==> src/rtl/c_drain_stream.sv <==
// C result buffer drain: walks an MxN sub-block of the row-major C buffer through a
// 1-cycle-latency read port and emits each word on a valid/ready stream with a last flag.
module c_drain_stream #(
  parameter int N     = 4,
  parameter int ACC_W = 32,
  parameter int AW    = $clog2(N*N),
  parameter int DW    = $clog2(N+1)
) (
  input  logic             clk,
  input  logic             rst_n,
  input  logic             start,
  input  logic [DW-1:0]    m_dim,
  input  logic [DW-1:0]    n_dim,
  output logic             busy,
  output logic             drain_done,
  output logic             c_rd_en,
  output logic [AW-1:0]    c_rd_addr,
  input  logic [ACC_W-1:0] c_rd_data,
  output logic             c_valid,
  input  logic             c_ready,
  output logic [ACC_W-1:0] c_data,
  output logic             c_last
);

  typedef enum logic [1:0] {IDLE, RUN, FLUSH, DONE} state_t;

  state_t          state;
  logic [DW-1:0]   m_q, n_q, row, col;
  logic [ACC_W-1:0] fifo_data [2];
  logic            fifo_last [2];
  logic            rptr, wptr;
  logic [1:0]      fifo_cnt;
  logic            inflight, inflight_last;
  logic            push, pop, last_rd;
  logic [2:0]      occ;
  logic [DW-1:0]   m_clamp, n_clamp;

  function automatic logic [DW-1:0] clamp(input logic [DW-1:0] d);
    return (d > DW'(N)) ? DW'(N) : d;
  endfunction

  assign m_clamp = clamp(m_dim);
  assign n_clamp = clamp(n_dim);

  assign pop  = c_valid & c_ready;
  assign push = inflight;

  // Credit check counts the word leaving this cycle, so a full FIFO can still refill at rate.
  assign occ     = {1'b0, fifo_cnt} + {2'b0, inflight} - {2'b0, pop};
  assign c_rd_en = (state == RUN) && (occ < 3'd2);
  assign last_rd = (row == m_q - DW'(1)) && (col == n_q - DW'(1));
  assign c_rd_addr = AW'(row * N + col);

  assign c_valid    = (fifo_cnt != 2'd0);
  assign c_data     = fifo_data[rptr];
  assign c_last     = fifo_last[rptr] & c_valid;
  assign busy       = (state != IDLE);
  assign drain_done = (state == DONE);

  always_ff @(posedge clk) begin
    if (!rst_n) begin
      state         <= IDLE;
      m_q           <= '0;
      n_q           <= '0;
      row           <= '0;
      col           <= '0;
      rptr          <= 1'b0;
      wptr          <= 1'b0;
      fifo_cnt      <= '0;
      inflight      <= 1'b0;
      inflight_last <= 1'b0;
      for (int i = 0; i < 2; i++) begin
        fifo_data[i] <= '0;
        fifo_last[i] <= 1'b0;
      end
    end else begin
      inflight      <= c_rd_en;
      inflight_last <= c_rd_en & last_rd;

      // Returning read data always has a slot: the credit check reserved it at issue.
      if (push) begin
        fifo_data[wptr] <= c_rd_data;
        fifo_last[wptr] <= inflight_last;
        wptr            <= ~wptr;
      end
      if (pop) rptr <= ~rptr;
      fifo_cnt <= fifo_cnt + {1'b0, push} - {1'b0, pop};

      case (state)
        IDLE: if (start) begin
          m_q   <= m_clamp;
          n_q   <= n_clamp;
          row   <= '0;
          col   <= '0;
          state <= (m_clamp == '0 || n_clamp == '0) ? DONE : RUN;
        end
        RUN: if (c_rd_en) begin
          if (col == n_q - DW'(1)) begin
            col <= '0;
            row <= row + DW'(1);
          end else begin
            col <= col + DW'(1);
          end
          if (last_rd) state <= FLUSH;
        end
        FLUSH: if (!inflight && (fifo_cnt == 2'd0 || (fifo_cnt == 2'd1 && pop)))
          state <= DONE;
        DONE: state <= IDLE;
        default: state <= IDLE;
      endcase
    end
  end

endmodule

==> config.mk <==
export PLATFORM = sky130hd
export DESIGN_NAME = c_drain_stream
export DESIGN_NICKNAME = d
export VERILOG_FILES = /design/src/rtl/c_drain_stream.sv
export SDC_FILE = /design/constraint.sdc
export NUM_CORES = 1
export LEC_CHECK = 0
export ABC_CLOCK_PERIOD_IN_PS = 3400
export CAP_MARGIN = 20
export CORE_AREA = 3 3 93 95
export DETAILED_ROUTE_END_ITERATION = 10
export DIE_AREA = 0 0 96 98
export PLACE_DENSITY_LB_ADDON = 0.1
export RECOVER_POWER = 25
export SETUP_SLACK_MARGIN = 0.1
export SLEW_MARGIN = 20
export SYNTH_ARGS = -nofsm -noshare
export SYNTH_HDL_FRONTEND = slang
export SYNTH_SLANG_ARGS = --single-unit
==> constraint.sdc <==
create_clock -name clk -period 3.4 [get_ports clk]
set_input_delay 0.34 -clock clk [delete_from_list [all_inputs] [get_ports clk]]
set_output_delay 0.34 -clock clk [all_outputs]
set_load 0.02 [all_outputs]
=== Word level (Yosys, flattened, before mapping) ===
Memories as Yosys holds them, arrays and structs flattened. A register that Yosys moved wholly into a read port is not among the register bits.
Cells that the tools add are included.

* Flip-flop bits (word level): 20
* Latch bits: 0
* RAM bits: 66
* ROM bits: 0
* Output and inout port bits: 41
* Logic and storage cells: 89
* Memories kept: 2

{| class="wikitable"
|+ Memory list
! name !! depth !! width !! read ports !! clocked after Yosys merged registers in !! wr ports !! line !! RTL
|-
| fifo_data || 2 || 32 || 1 || 1 || 2 || 29 || <nowiki>logic [ACC_W-1:0] fifo_data [2];</nowiki>
|-
| fifo_last || 2 || 1 || 1 || 1 || 2 || 30 || <nowiki>logic fifo_last [2];</nowiki>
|}

* $add $sub $neg: 9
* Multiply operators: 0
* Div/mod/pow operators: 0
* $lt $le $gt $ge: 3
* Eq/ne operators: 11
* Shifts and indexed selects: 0
* Muxes and demuxes: 29
* Bitwise gates (word level): 5
* Reduce and logical (&&, ||, !) cells: 20

{| class="wikitable"
|+ Operators by type and width
! cell !! number
|-
| $mux 32 || 1
|-
| $reduce_or 32->1 || 1
|-
| $mux 3 || 7
|-
| $mux 1 || 13
|-
| $pmux 3 s2 || 2
|-
| $mux 2 || 5
|-
| $ne 2x2->1 const B || 4
|-
| $pmux 2 s4 || 1
|-
| $reduce_and 4->1 || 2
|-
| $add 3x1->3 const B || 2
|-
| $eq 3x3->1 || 2
|-
| $gt 3x3->1 const B || 2
|-
| $logic_not 3->1 || 2
|-
| $reduce_bool 2->1 || 3
|-
| $sub 3x1->3 const B || 2
|-
| $add 4x3->4 || 1
|-
| $eq 2x1->1 const B || 2
|-
| $eq 2x2->1 const B || 2
|-
| $logic_and 1x1->1 || 4
|-
| $logic_not 2->1 || 2
|-
| $add 2x1->3 || 1
|-
| $and 1x1->1 || 3
|-
| $lt 3x2->1 const B || 1
|-
| $reduce_and 3->1 || 1
|-
| other kinds (9) || 11
|}

=== Logic depth before layout (Yosys ltp) ===
* Depth in word-level cells: 7
* Mapped depth: 12
* Depth with buffers taken out: 12

=== Worst setup path after synthesis ===
Ideal clock, no wire load.

* Kind: register -> register
* From: reg fifo_cnt[1]
* To: reg row[2]
* Library setup time: 0.075 ns
* Arrival time: 2.757 ns
* Required time: 3.325 ns
* Slack: 0.568 ns
* Stages on the path, launching flop included: 13
* Path buffers: 0
* Cell sequence: dfxtp_1 inv_1 nand2_1 and2_1 ha_1 inv_1 ha_1 fa_1 xnor2_1 o21ai_0 nand2_1 or4_1 a31oi_1

* Longest elaborated chain between the ends: 7
* Elaborated cells between the ends (all ways): 8

{| class="wikitable"
|+ RTL lines
! element !! line !! RTL
|-
| start, declared || 32 || <nowiki>logic [1:0] fifo_cnt;</nowiki>
|-
| start signal, assigned || 87 || <nowiki>fifo_cnt <= fifo_cnt + {1'b0, push} - {1'b0, pop};</nowiki>
|-
| $reduce_bool 2->1 || 54 || <nowiki>assign c_valid = (fifo_cnt != 2'd0);</nowiki>
|-
| named net c_valid || 19 || <nowiki>output logic c_valid,</nowiki>
|-
| $and 1x1->1 || 45 || <nowiki>assign pop = c_valid & c_ready;</nowiki>
|-
| named net pop || 34 || <nowiki>logic push, pop, last_rd;</nowiki>
|-
| $sub 3x1->3 || 49 || <nowiki>assign occ = {1'b0, fifo_cnt} + {2'b0, inflight} - {2'b0, pop};</nowiki>
|-
| $lt 3x2->1 || 50 || <nowiki>assign c_rd_en = (state == RUN) && (occ < 3'd2);</nowiki>
|-
| $logic_and 1x1->1 || 50 ||
|-
| $ne 2x2->1 (no line) || n/a ||
|-
| $reduce_and 4->1 (no line) || n/a ||
|-
| end signal, assigned || 100 || <nowiki>row <= row + DW'(1);</nowiki>
|-
| end, declared || 28 || <nowiki>logic [DW-1:0] m_q, n_q, row, col;</nowiki>
|}

The timed path passes the listed nets, and every way through them passes these cells.
A chain may end at the register's enable or synchronous reset.

=== Worst setup path in the final report ===
* From: reg fifo_cnt[1]
* To: out c_rd_en

* Longest elaborated chain between the ends: 5
* Elaborated cells between the ends (all ways): 6

{| class="wikitable"
|+ RTL lines
! element !! line !! RTL
|-
| $reduce_bool 2->1 || 54 ||
|-
| $and 1x1->1 || 45 ||
|-
| named net pop || 34 ||
|-
| $sub 3x1->3 || 49 ||
|-
| named net occ[1] || 35 || <nowiki>logic [2:0] occ;</nowiki>
|-
| $lt 3x2->1 || 50 ||
|-
| $logic_and 1x1->1 || 50 ||
|-
| end, declared || 16 || <nowiki>output logic c_rd_en,</nowiki>
|}

The timed path passes the listed nets, and every way through them passes these cells.

==> metrics <==
vias in the first global route=2681; leakage=1.96 nW; clock share of power=0.220; Worst Path Max Fanout=4; Startpoint Class=flip-flop; setup_tns=0 ps; Critical Path AT=2670 ps; failing checks=max-capacitance violations, max-slew violations; status=complete, but fails checks; crit path time final=3010 ps; Final #Nets=454; Mapped Area=0.00402 mm2; Worst-path clk slew=80 ps; row count=32; routed vias=2580; Final Hold Fails=0; die height=98 um; ant diodes=0; Routed WL=7.63 mm; Area Overhead vs Synth=28.3%; Max Freq=0.333 GHz; Final GP Congestion=0.724; sequential share of power=0.412; commonest non-fill, non-tap cells in the layout=80 x clkdlybuf4s50_1, 66 x and2_1, 64 x edfxtp_1; maximum VDD drop=0.000408 V; Post-CTS Hold Fix Bufs=0; measured slew at the worst slew-check pin=1850 ps; largest net degree at the start of global routing=35; DP Wirelength=5.20 mm; worst path cell trace=inv_1, nand2_1, and2_0, ha_1, inv_1, ha_1, fa_1, nor3_1, dlygate4sd2_1; FF+latch count, synth=87; global-route wire length before repair=12.6 mm; average cell area after synthesis=12.8 um2; antenna viol nets, final=0; Synth area leaders=edfxtp_1 48%, dfxtp_1 11%, and2_1 10%; initial antenna violation count=0; Critical-path top delay cell=fa_1; YS warnings=0; pre-CTS setup slack=226 ps; Net Sw Frac=0.321; max cap viols=1; PnR worst setup slack=393 ps; Yosys top cell area share=0.478; H-Tree Level Count=3; Skew-Pair Late Insertion Delay=350 ps; vias per cell=5.10; Crit Path Category=reg -> out; Rel. slew slack=-0.235; Num CTS Buffers=9; internal power=2.34 mW; Die W=96 um; hold crit path type=reg -> reg; Period Utilization, post-route=0.884; starting density of the core=0.515; DRC Markers=0; clk root buf=clkbuf_8; initial drt markers=64; Tot Pwr=3.45 mW; RSZ-0062 raised after global routing=false; fin. max-slew vios=33; drt first pass iters=4; Largest stage delay, worst path=490 ps; sequential element share of the synthesized area=0.593; die area=0.00941 mm2; most common library cell in the layout ignoring fill and taps=clkdlybuf4s50_1; clk buf depth=2; syn_nets=370; number of synthesized flops with an enable pin=64; largest area contributor in the netlist=edfxtp_1; clock sink total=87; Avg WL per Cell=15.1 um; CORE AREA=0.00781 mm2; TritonCTS clock tree=yes; synth unique cells=41; layout cell share with drive strength beyond 1=0.144; NetSw=1.11 mW; count of input and output buffers=82; combinational share of power=0.368; Main synth FF type=edfxtp_1; total grt overflow=0; final setup fails=0; Crit. End Element=primary output; GRT Resource Usage Total=0.174; Req. time, crit path=3060 ps; final core utilization=0.661; Mapped Cells=315; clk_skew=5.49 ps; Power Dens Cells=668 mW/mm2; Async SR Flop Fraction=0; IO Pins=83
[flip-flops by register name, indices dropped and copies added (netlist names), 2 cells and up, named ones only]
signal / flops
col: 3
fifo_cnt: 2
fifo_data: 64
fifo_last: 2
m_q: 3
n_q: 3
row: 3
state: 2
[cell usage after synthesis (2+ instances only)]
| cell | instances |
|---|---|
| nor3_1 | 3 |
| mux2i_1 | 3 |
| xor2_1 | 4 |
| xnor2_1 | 5 |
| nor3b_1 | 4 |
| edfxtp_1 | 64 |
| a21oi_1 | 10 |
| and2_1 | 67 |
| nor2_1 | 9 |
| nand2_1 | 12 |
| inv_1 | 13 |
| mux2_2 | 33 |
| o211ai_1 | 3 |
| o21ai_0 | 4 |
| or4_1 | 2 |
| clkbuf_1 | 13 |
| nand3_1 | 6 |
| nand2b_1 | 3 |
| buf_4 | 2 |
| dfxtp_1 | 23 |
| ha_1 | 12 |
[worst paths after layout]
kind / from / endpoint / slack [ps] / depth (start not counted)
hold reg to reg: inflight_last / fifo_last[1] / 460 / 2
setup / recovery: fifo_cnt[1] / c_rd_en / 390 / 9
setup reg to reg: fifo_cnt[1] / row[1] / 420 / 12
hold / removal: inflight_last / fifo_last[1] / 460 / 2
[worst max-delay path, delay by kind of cell, from the launching register on]
kind	cells	cell delay, ps
adders and majority gates	3	960
buffers and inverters	3	530
and+or+nand+nor	3	500
DFF	1	320
[area by class of cell]
| type | instances | area [um2] |
|---|---|---|
| Fill cell | 624 | 2650 |
| Timing Repair Buffer | 88 | 853 |
| Clock buffer | 10 | 128 |
| Tap cell | 102 | 128 |
| Multi-Input combinational cell | 199 | 1530 |
| Clock inverter | 6 | 85.1 |
| Sequential cell | 87 | 2380 |
| Inverter | 14 | 52.6 |
[power by group through the flow]
| stage | clock network [mW] | registers (mW) | logic (mW) |
|---|---|---|---|
| 4_1_cts | 0.779 | 1.42 | 1.29 |
| 2_1_floorplan | 0 | 1.37 | 0.847 |
| 5_1_grt | 0.826 | 1.44 | 1.39 |
| 3_5_place_dp | 0 | 1.45 | 1.29 |
| 3_3_place_gp | 0 | 1.44 | 1.28 |
| 6_report | 0.760 | 1.42 | 1.27 |
[layer usage]
| layer | vias up | wire, um | global-route usage |
|---|---|---|---|
| li1 | 1273 | - | - |
| met1 | 1233 | 3160 | 0.199 |
| met2 | 61 | 4000 | 0.310 |
| met3 | 13 | 360 | 0.0455 |
| met4 | 0 | 105 | 0.0547 |
| met5 | - | 0 | 0 |
[logic make-up (layout without fill, tap and decap cells)]
family                     Yosys count  after routing  synth area share
AOI/OAI and AO/OA                   25             25            0.0414
muxes                               36             36            0.0999
adders and majority gates           13             13            0.0423
buffers and inverters               29            118            0.0289
and+or+nand+nor                    115            115             0.169
xor gates and xnor gates            10             10            0.0258
DFF                                 87             87             0.593
[through the flow]
step,cells,hold slack [ps],area [um2]
4_1_cts,506,471,5170
3_3_place_gp,490,433,4960
5_1_grt,506,483,5160
3_5_place_dp,490,453,4960
6_report,506,461,5160
2_1_floorplan,315,425,4020
[what timing repair did]
action | in CTS | in global routing
buffers inserted | 0 | 0
gates resized for setup | 1 | 0
endpoints found under the hold margin | 0 | 0
endpoints found under the setup margin | 1 | 0
(Power assumes the default switching activity.)
